==> config.mk <==
export PLATFORM = sky130hd
export DESIGN_NAME = mips_multicycle_ctrl
export DESIGN_NICKNAME = d
export VERILOG_FILES = /design/src/rtl/mips_ctrl_pkg.sv /design/src/rtl/mips_multicycle_ctrl_aludec.sv /design/src/rtl/mips_multicycle_ctrl.sv
export SDC_FILE = /design/constraint.sdc
export NUM_CORES = 1
export LEC_CHECK = 0
export CORE_MARGIN = 2
export CORE_UTILIZATION = 38
export DETAILED_ROUTE_END_ITERATION = 10
export GPL_ROUTABILITY_DRIVEN = 0
export PLACE_DENSITY_LB_ADDON = 0.25
export SLEW_MARGIN = 15
export SYNTH_ARGS = -nofsm -noshare
export SYNTH_HDL_FRONTEND = slang
export SYNTH_SLANG_ARGS = --single-unit
export TNS_END_PERCENT = 1
==> constraint.sdc <==
create_clock -name clk -period 2.46 [get_ports clk]
set_clock_uncertainty 0.05 [all_clocks]
set_input_delay 0.492 -clock clk [delete_from_list [all_inputs] [get_ports clk]]
set_output_delay 0.492 -clock clk [all_outputs]
set_load 0.1 [all_outputs]
==> src/rtl/mips_ctrl_pkg.sv <==
// Shared encodings for the multicycle MIPS control unit: FSM states, opcodes,
// funct fields, ALU operation selects and ALU control codes.
package mips_ctrl_pkg;

    typedef enum logic [3:0] {
        S_FETCH   = 4'd0,
        S_DECODE  = 4'd1,
        S_MEMADR  = 4'd2,
        S_MEMRD   = 4'd3,
        S_MEMWB   = 4'd4,
        S_MEMWR   = 4'd5,
        S_RTYPEEX = 4'd6,
        S_RTYPEWB = 4'd7,
        S_BEQEX   = 4'd8,
        S_ADDIEX  = 4'd9,
        S_ADDIWB  = 4'd10,
        S_JEX     = 4'd11
    } state_t;

    localparam logic [5:0] OP_RTYPE = 6'b000000;
    localparam logic [5:0] OP_J     = 6'b000010;
    localparam logic [5:0] OP_BEQ   = 6'b000100;
    localparam logic [5:0] OP_ADDI  = 6'b001000;
    localparam logic [5:0] OP_LW    = 6'b100011;
    localparam logic [5:0] OP_SW    = 6'b101011;

    localparam logic [5:0] FN_ADD = 6'b100000;
    localparam logic [5:0] FN_SUB = 6'b100010;
    localparam logic [5:0] FN_AND = 6'b100100;
    localparam logic [5:0] FN_OR  = 6'b100101;
    localparam logic [5:0] FN_SLT = 6'b101010;

    localparam logic [2:0] ALU_ADD = 3'b010;
    localparam logic [2:0] ALU_SUB = 3'b110;
    localparam logic [2:0] ALU_AND = 3'b000;
    localparam logic [2:0] ALU_OR  = 3'b001;
    localparam logic [2:0] ALU_SLT = 3'b111;

    localparam logic [1:0] ALUOP_ADD   = 2'b00;
    localparam logic [1:0] ALUOP_SUB   = 2'b01;
    localparam logic [1:0] ALUOP_FUNCT = 2'b10;
    localparam logic [1:0] ALUOP_RSVD  = 2'b11;

endpackage

==> src/rtl/mips_multicycle_ctrl_aludec.sv <==
// ALU decoder: maps the FSM's aluop and the instruction funct field onto the
// 3-bit control code consumed by the voted ALU.
module aludec
    import mips_ctrl_pkg::*;
(
    input  logic [1:0] aluop,
    input  logic [5:0] funct,
    output logic [2:0] alucontrol
);

    always_comb begin
        alucontrol = ALU_ADD;
        case (aluop)
            ALUOP_SUB: alucontrol = ALU_SUB;
            ALUOP_FUNCT: begin
                case (funct)
                    FN_ADD:  alucontrol = ALU_ADD;
                    FN_SUB:  alucontrol = ALU_SUB;
                    FN_AND:  alucontrol = ALU_AND;
                    FN_OR:   alucontrol = ALU_OR;
                    FN_SLT:  alucontrol = ALU_SLT;
                    default: alucontrol = ALU_ADD;
                endcase
            end
            default: alucontrol = ALU_ADD;
        endcase
    end

endmodule

==> src/rtl/mips_multicycle_ctrl.sv <==
// Moore control FSM for the multicycle MIPS datapath: state register,
// next-state logic, per-state output decode and the PC enable gate.
module mips_multicycle_ctrl
    import mips_ctrl_pkg::*;
(
    input  logic       clk,
    input  logic       reset,
    input  logic [5:0] op,
    input  logic [5:0] funct,
    input  logic       zero,
    output logic       pcen,
    output logic       memwrite,
    output logic       irwrite,
    output logic       regwrite,
    output logic       iord,
    output logic       memtoreg,
    output logic       regdst,
    output logic       alusrca,
    output logic [1:0] alusrcb,
    output logic [1:0] pcsrc,
    output logic [2:0] alucontrol,
    output logic       illegal
);

    state_t     state, next_state;
    logic       pcwrite, branch, state_valid;
    logic       memwrite_s, irwrite_s, regwrite_s;
    logic [1:0] aluop;
    logic [2:0] dec_control;

    always_ff @(posedge clk or posedge reset) begin
        if (reset) state <= S_FETCH;
        else       state <= next_state;
    end

    always_comb begin
        next_state  = S_FETCH;
        pcwrite     = 1'b0;
        branch      = 1'b0;
        memwrite_s  = 1'b0;
        irwrite_s   = 1'b0;
        regwrite_s  = 1'b0;
        iord        = 1'b0;
        memtoreg    = 1'b0;
        regdst      = 1'b0;
        alusrca     = 1'b0;
        alusrcb     = 2'b00;
        pcsrc       = 2'b00;
        aluop       = ALUOP_ADD;
        illegal     = 1'b0;
        state_valid = 1'b1;
        case (state)
            S_FETCH: begin
                irwrite_s  = 1'b1;
                pcwrite    = 1'b1;
                alusrcb    = 2'b01;
                next_state = S_DECODE;
            end
            S_DECODE: begin
                alusrcb = 2'b11;
                case (op)
                    OP_LW, OP_SW: next_state = S_MEMADR;
                    OP_RTYPE:     next_state = S_RTYPEEX;
                    OP_BEQ:       next_state = S_BEQEX;
                    OP_ADDI:      next_state = S_ADDIEX;
                    OP_J:         next_state = S_JEX;
                    default: begin
                        next_state = S_FETCH;
                        illegal    = 1'b1;
                    end
                endcase
            end
            S_MEMADR: begin
                alusrca = 1'b1;
                alusrcb = 2'b10;
                if (op == OP_LW)      next_state = S_MEMRD;
                else if (op == OP_SW) next_state = S_MEMWR;
                else                  next_state = S_FETCH;
            end
            S_MEMRD: begin
                iord       = 1'b1;
                next_state = S_MEMWB;
            end
            S_MEMWB: begin
                regwrite_s = 1'b1;
                memtoreg   = 1'b1;
            end
            S_MEMWR: begin
                iord       = 1'b1;
                memwrite_s = 1'b1;
            end
            S_RTYPEEX: begin
                alusrca    = 1'b1;
                aluop      = ALUOP_FUNCT;
                next_state = S_RTYPEWB;
            end
            S_RTYPEWB: begin
                regwrite_s = 1'b1;
                regdst     = 1'b1;
            end
            S_BEQEX: begin
                alusrca = 1'b1;
                aluop   = ALUOP_SUB;
                pcsrc   = 2'b01;
                branch  = 1'b1;
            end
            S_ADDIEX: begin
                alusrca    = 1'b1;
                alusrcb    = 2'b10;
                next_state = S_ADDIWB;
            end
            S_ADDIWB: regwrite_s = 1'b1;
            S_JEX: begin
                pcsrc   = 2'b10;
                pcwrite = 1'b1;
            end
            default: state_valid = 1'b0;
        endcase
    end

    aludec u_aludec (
        .aluop      (aluop),
        .funct      (funct),
        .alucontrol (dec_control)
    );

    // Enables are gated by reset so an aborting reset suppresses the write
    // even before the state register has been cleared.
    assign alucontrol = state_valid ? dec_control : 3'b000;
    assign pcen       = ~reset & (pcwrite | (branch & zero));
    assign memwrite   = ~reset & memwrite_s;
    assign irwrite    = ~reset & irwrite_s;
    assign regwrite   = ~reset & regwrite_s;

endmodule

After elaboration in Yosys (flattened, before gate mapping)
Index checks and enable logic that the tools add are counted.
{ "op_classes": {"n_eq_ne": 22, "muxes": 22, "n_bitwise": 7, "n_reduce_logical": 10} }
{ "ops": {"columns": ["op", "n"], "rows": [
  ["6-bit equality test (second input constant)", 6],
  ["4-bit case mux with 6 select lines", 1],
  ["4-bit case mux with 5 select lines", 1],
  ["4-bit by 3-bit equality test with 1-bit output (second input constant)", 4],
  ["4-bit equality test (second input constant)", 4],
  ["1-bit 2-to-1 mux", 12],
  ["3-bit case mux with 4 select lines", 1],
  ["12-bit OR reduction", 1],
  ["3-bit 2-to-1 mux", 3],
  ["4-bit by 2-bit equality test with 1-bit output (second input constant)", 2],
  ["2-bit case mux with 2 select lines", 2],
  ["2-bit OR reduction", 4],
  ["6-bit by 2-bit equality test with 1-bit output (second input constant)", 1],
  ["6-bit by 3-bit equality test with 1-bit output (second input constant)", 1],
  ["6-bit by 4-bit equality test with 1-bit output (second input constant)", 1],
  ["6-bit logical NOT", 1],
  ["2-bit case mux with 3 select lines", 1],
  ["3-bit case mux with 2 select lines", 1],
  ["6-bit OR reduction", 1],
  ["1-bit bitwise AND", 5],
  ["4-bit by 1-bit equality test with 1-bit output (second input constant)", 1],
  ["4-bit logical NOT", 1],
  ["4-bit OR reduction", 1],
  ["3-bit OR reduction", 1],
  ["other kinds (4)", 4]
]} }
{ "word_totals": {"ff_bits": 4} }

Depth between registers and ports, before layout
{ "logic_depth": {"word_depth": 5, "ltp_mapped": 7} }

Cells and area by module
Synthesis repeated with hierarchy kept, for this count alone.
{ "hier_totals": {"cells_unflattened": 86, "area_unflattened_um2": 665.6} }
{ "by_module_without_submodules": {"columns": ["module", "n_inst", "cells_each", "area_per_inst_um2", "seq_area_each_um2"], "rows": [
  ["mips_multicycle_ctrl", 1, 71, 546.8, 100.1],
  ["aludec", 1, 15, 118.9, 0.0]
]} }

Worst setup path after synthesis
OpenSTA, ideal clock, no wires.
{ "synth_timing": {"path_type": "flip-flop to output port", "startpoint": "register state[3]", "endpoint": "output alucontrol[0]", "arrival_time_ns": 4.320, "path_slack_ns": -2.402, "path_stages_with_launch": 8, "path_buffers": 1, "path_cell_list": "dfrtp_1 > buf_2 > inv_1 > nand3_1 > inv_1 > ha_1 > a21o_1 > nor4b_1"} }
{ "synth_via": {"elab_chain_cells": 5, "word_cells_on_any_way": 19} }
{ "synth_rtl": {"columns": ["element", "line", "text"], "rows": [
  ["start: declaration", "mips_multicycle_ctrl.sv:25", "state_t state, next_state;"],
  ["start signal: assignment", "mips_multicycle_ctrl.sv:33", "else state <= next_state;"],
  ["4-bit equality test / 4-bit by 3-bit equality test with 1-bit output (equally long branches)", "mips_multicycle_ctrl.sv:52", "case (state)"],
  ["2-bit case mux with 2 select lines", "mips_multicycle_ctrl.sv:52", null],
  ["2-bit equality test / 2-bit by 1-bit equality test with 1-bit output (equally long branches)", "mips_multicycle_ctrl_aludec.sv:13", "case (aluop)"],
  ["3-bit case mux with 2 select lines", "mips_multicycle_ctrl_aludec.sv:13", null],
  ["3-bit 2-to-1 mux (*)", "mips_multicycle_ctrl.sv:129", "assign alucontrol = state_valid ? dec_control : 3'b000;"],
  ["end: declaration", "mips_multicycle_ctrl.sv:21", "output logic [2:0] alucontrol,"]
]} }
Mark *: on every way between the ends. The rest lies on a longest branch, timed or not.

Worst setup path after layout
{ "layout_timing": {"startpoint": "register state[1]", "endpoint": "output alucontrol[2]"} }
The elaborated chain is that of the path after synthesis.

==> impl_metrics.tcl <==
set metrics [dict create \
    outcome "finished with violations" \
    violations "setup timing" \
    synth_nets 98 \
    layout.cell_area.non_filler_um2 1388 \
    top_layer_used "met4" \
    tightest_slew_ps 386.6 \
    dr_wl_met3_um 319 \
    avgViaCountPerCell 6.800 \
    hold_buffers 0 \
    grt_first_pass_wirelength_mm 4.574 \
    num-fill-cells 45 \
    rsz0062_at_grt "true" \
    dp_cells 137 \
    die-area_um2 1864 \
    synth-seq-cells 4 \
    coreArea_um2 1471 \
    cts-root-buf "clkbuf_4" \
    mostFrequentLayoutCell "buf_4" \
    met2_length_mm 1.858 \
    finalSetupViolations 5 \
    cpPeakStageDelay_ps 410 \
    p_per_area_nw_per_um2 799.9 \
    synth-main-ff-cell "dfrtp_1" \
    dr.pass1.iters 4 \
    synth.area.top_cells "dfrtp_1 (17%), inv_1 (5.8%), nor2_1 (4.5%)" \
    yosysTopAreaCell "dfrtp_1" \
    fp.dieH_um 43.17 \
    clock_latency_ps 270 \
    rrSetupSlack_ps 900 \
    grt_overflow_total 0 \
    dp_hpwl_mm 1.650 \
    ir_drop_mv 0.8303 \
    fin_nets 152 \
    ios 31 \
    antenna_found_initial 0 \
    grt_max_degree 17 \
    die_w_um 43.17 \
    drv_slew 0 \
    cp.arrival_ps 2040 \
    hold_ws_ps 636.2 \
    slowest_stage "dfrtp_1" \
    ys_seq_area_share_pct 17.17 \
    slew_headroom_pct 74.16 \
    synth_cell_types 39 \
    numCtsBuffers 3 \
    h-tree-depth 1 \
    clkSlewWorstSetupHoldPaths_ps 60 \
    start_kind "flip-flop" \
    cts_tree "built" \
    synth_edf_count 0 \
    stdcell_count 150 \
    largest_register_ffs 4 \
    layout-drive-gt1-share_pct 51.88 \
    synth_cells 81 \
    regArea_um2 101.3 \
    cap_violations 0 \
    track_usage_pct 35.62 \
    min_period_ps 2586 \
    cp_max_fo 3 \
    reg_top3 "state x4" \
    drc 0 \
    hold_path.class "in2async" \
    clockBufferDepth 2 \
    worstPathCellList "buf_4 -> nor2_2 -> nand2_2 -> buf_4 -> clkinvlp_4 -> ha_1 -> a41oi_2 -> nor2_2 -> buf_12" \
    leakage_nw 0.6038 \
    top_register "state" \
    drt_iter0_markers 57 \
    synth_warnings 0 \
    finalCritPeriodShare_pct 105.1 \
    end_kind "output pin" \
    row_count 14 \
    routedWlPerCell_um 25.18 \
    portBuffers 30 \
    hold_viol_final 0 \
    syn-cell-area_um2 583.1 \
    p_total_mw 1.110 \
    cts.sinks 4 \
    post-place-ws_ps -109.9 \
    fmax_mhz 386.7 \
    initial_core_util_pct 39.63 \
    ant_nets 0 \
    synth_top_area_share_pct 17.17 \
    num_vias 1020 \
    multiInputGateArea_um2 561.8 \
    placed_cell_area_um2 1207 \
    wirelength_met1_mm 1.272 \
    layout_setup_ws_ps -125.9 \
    async_flop_share_pct 100.0 \
    first_global_vias 916 \
    final_cell_mix "buf_4 (24), buf_12 (16), clkdlybuf4s50_1 (9), inv_1 (7), nor2_1 (5)" \
    path_class "reg2out" \
    syn_area_per_cell_um2 7.198 \
    synthToLayoutAreaGrowth_pct 138.0 \
    drt-total-wl_mm 3.777 \
    cp.required_ps 1920 \
]
[synthesized netlist by cell type (all sizes together) (2+ instances only)]
library cell  number
a21oi              4
a22oi              2
and3               4
buf                2
clkbuf             3
dfrtp              4
ha                 2
inv                9
nand2              4
nand2b             2
nand3              3
nor2               7
nor2b              2
nor3               4
nor4b              2
o211ai             3
xor2               2
[critical path, delay by kind of cell, from the launching register on]
kind / cells / cell delay (ps)
buffers and inverters: 4 / 630
AND/OR/NAND/NOR: 3 / 450
flip-flops: 1 / 410
adder cells (fa/ha/maj): 1 / 210
AO/OA/AOI/OAI: 1 / 70
[power by group]
group,internal [mW],switching [mW]
registers,0.0815,0.0273
clock network,0.0559,0.0457
logic,0.326,0.573
total,0.464,0.646
[cell families after synthesis]
family	Yosys count	share of synthesized area [%]
buffers and inverters	14	9.442
flip-flops	4	17.17
XOR/XNOR	3	4.507
AND/OR/NAND/NOR	38	38.84
AO/OA/AOI/OAI	20	25.75
adder cells (fa/ha/maj)	2	4.291
[final cells by class]
type | instances | area share (%)
diodes | 1 | 0.1803
clock buffers | 3 | 1.623
inverters | 9 | 2.705
multi-input cells | 63 | 40.49
flip-flops and latches | 4 | 7.304
well taps | 16 | 1.443
repair buffers | 54 | 46.26
[through the flow]
step	util (%)	TNS (ps)
5_1_grt	94.13	-892.6
2_1_floorplan	-	-3763
4_1_cts	89.37	-31.15
3_5_place_dp	82.06	-183.0
3_3_place_gp	82.06	-75.57
6_report	94.30	-435.8
[timing repair]
action | CTS | global route
cloned | 0 | 0
endpoints found under the setup margin | 2 | 6
gates resized for setup | 12 | 11
pin swaps | 7 | 4
setup buffers | 6 | 3
[final timing paths]
check	to	cells past startpoint	startpoint
hold reg to reg	state[0]	2	state[3]
setup / recovery	alucontrol[2]	9	state[1]
max in group asynchronous	state[2]	3	reset
setup reg to reg	state[1]	4	state[2]
min in group clk	state[0]	2	state[3]
hold / removal	state[0]	3	reset
[per-layer routing]
metal,GRT usage [%],vias to the layer above
li1,-,407
met1,35.49,479
met2,61.49,92
met3,8.511,42
met4,28.48,0
met5,0,-
Note: power is estimated with default switching activity, not from simulation.
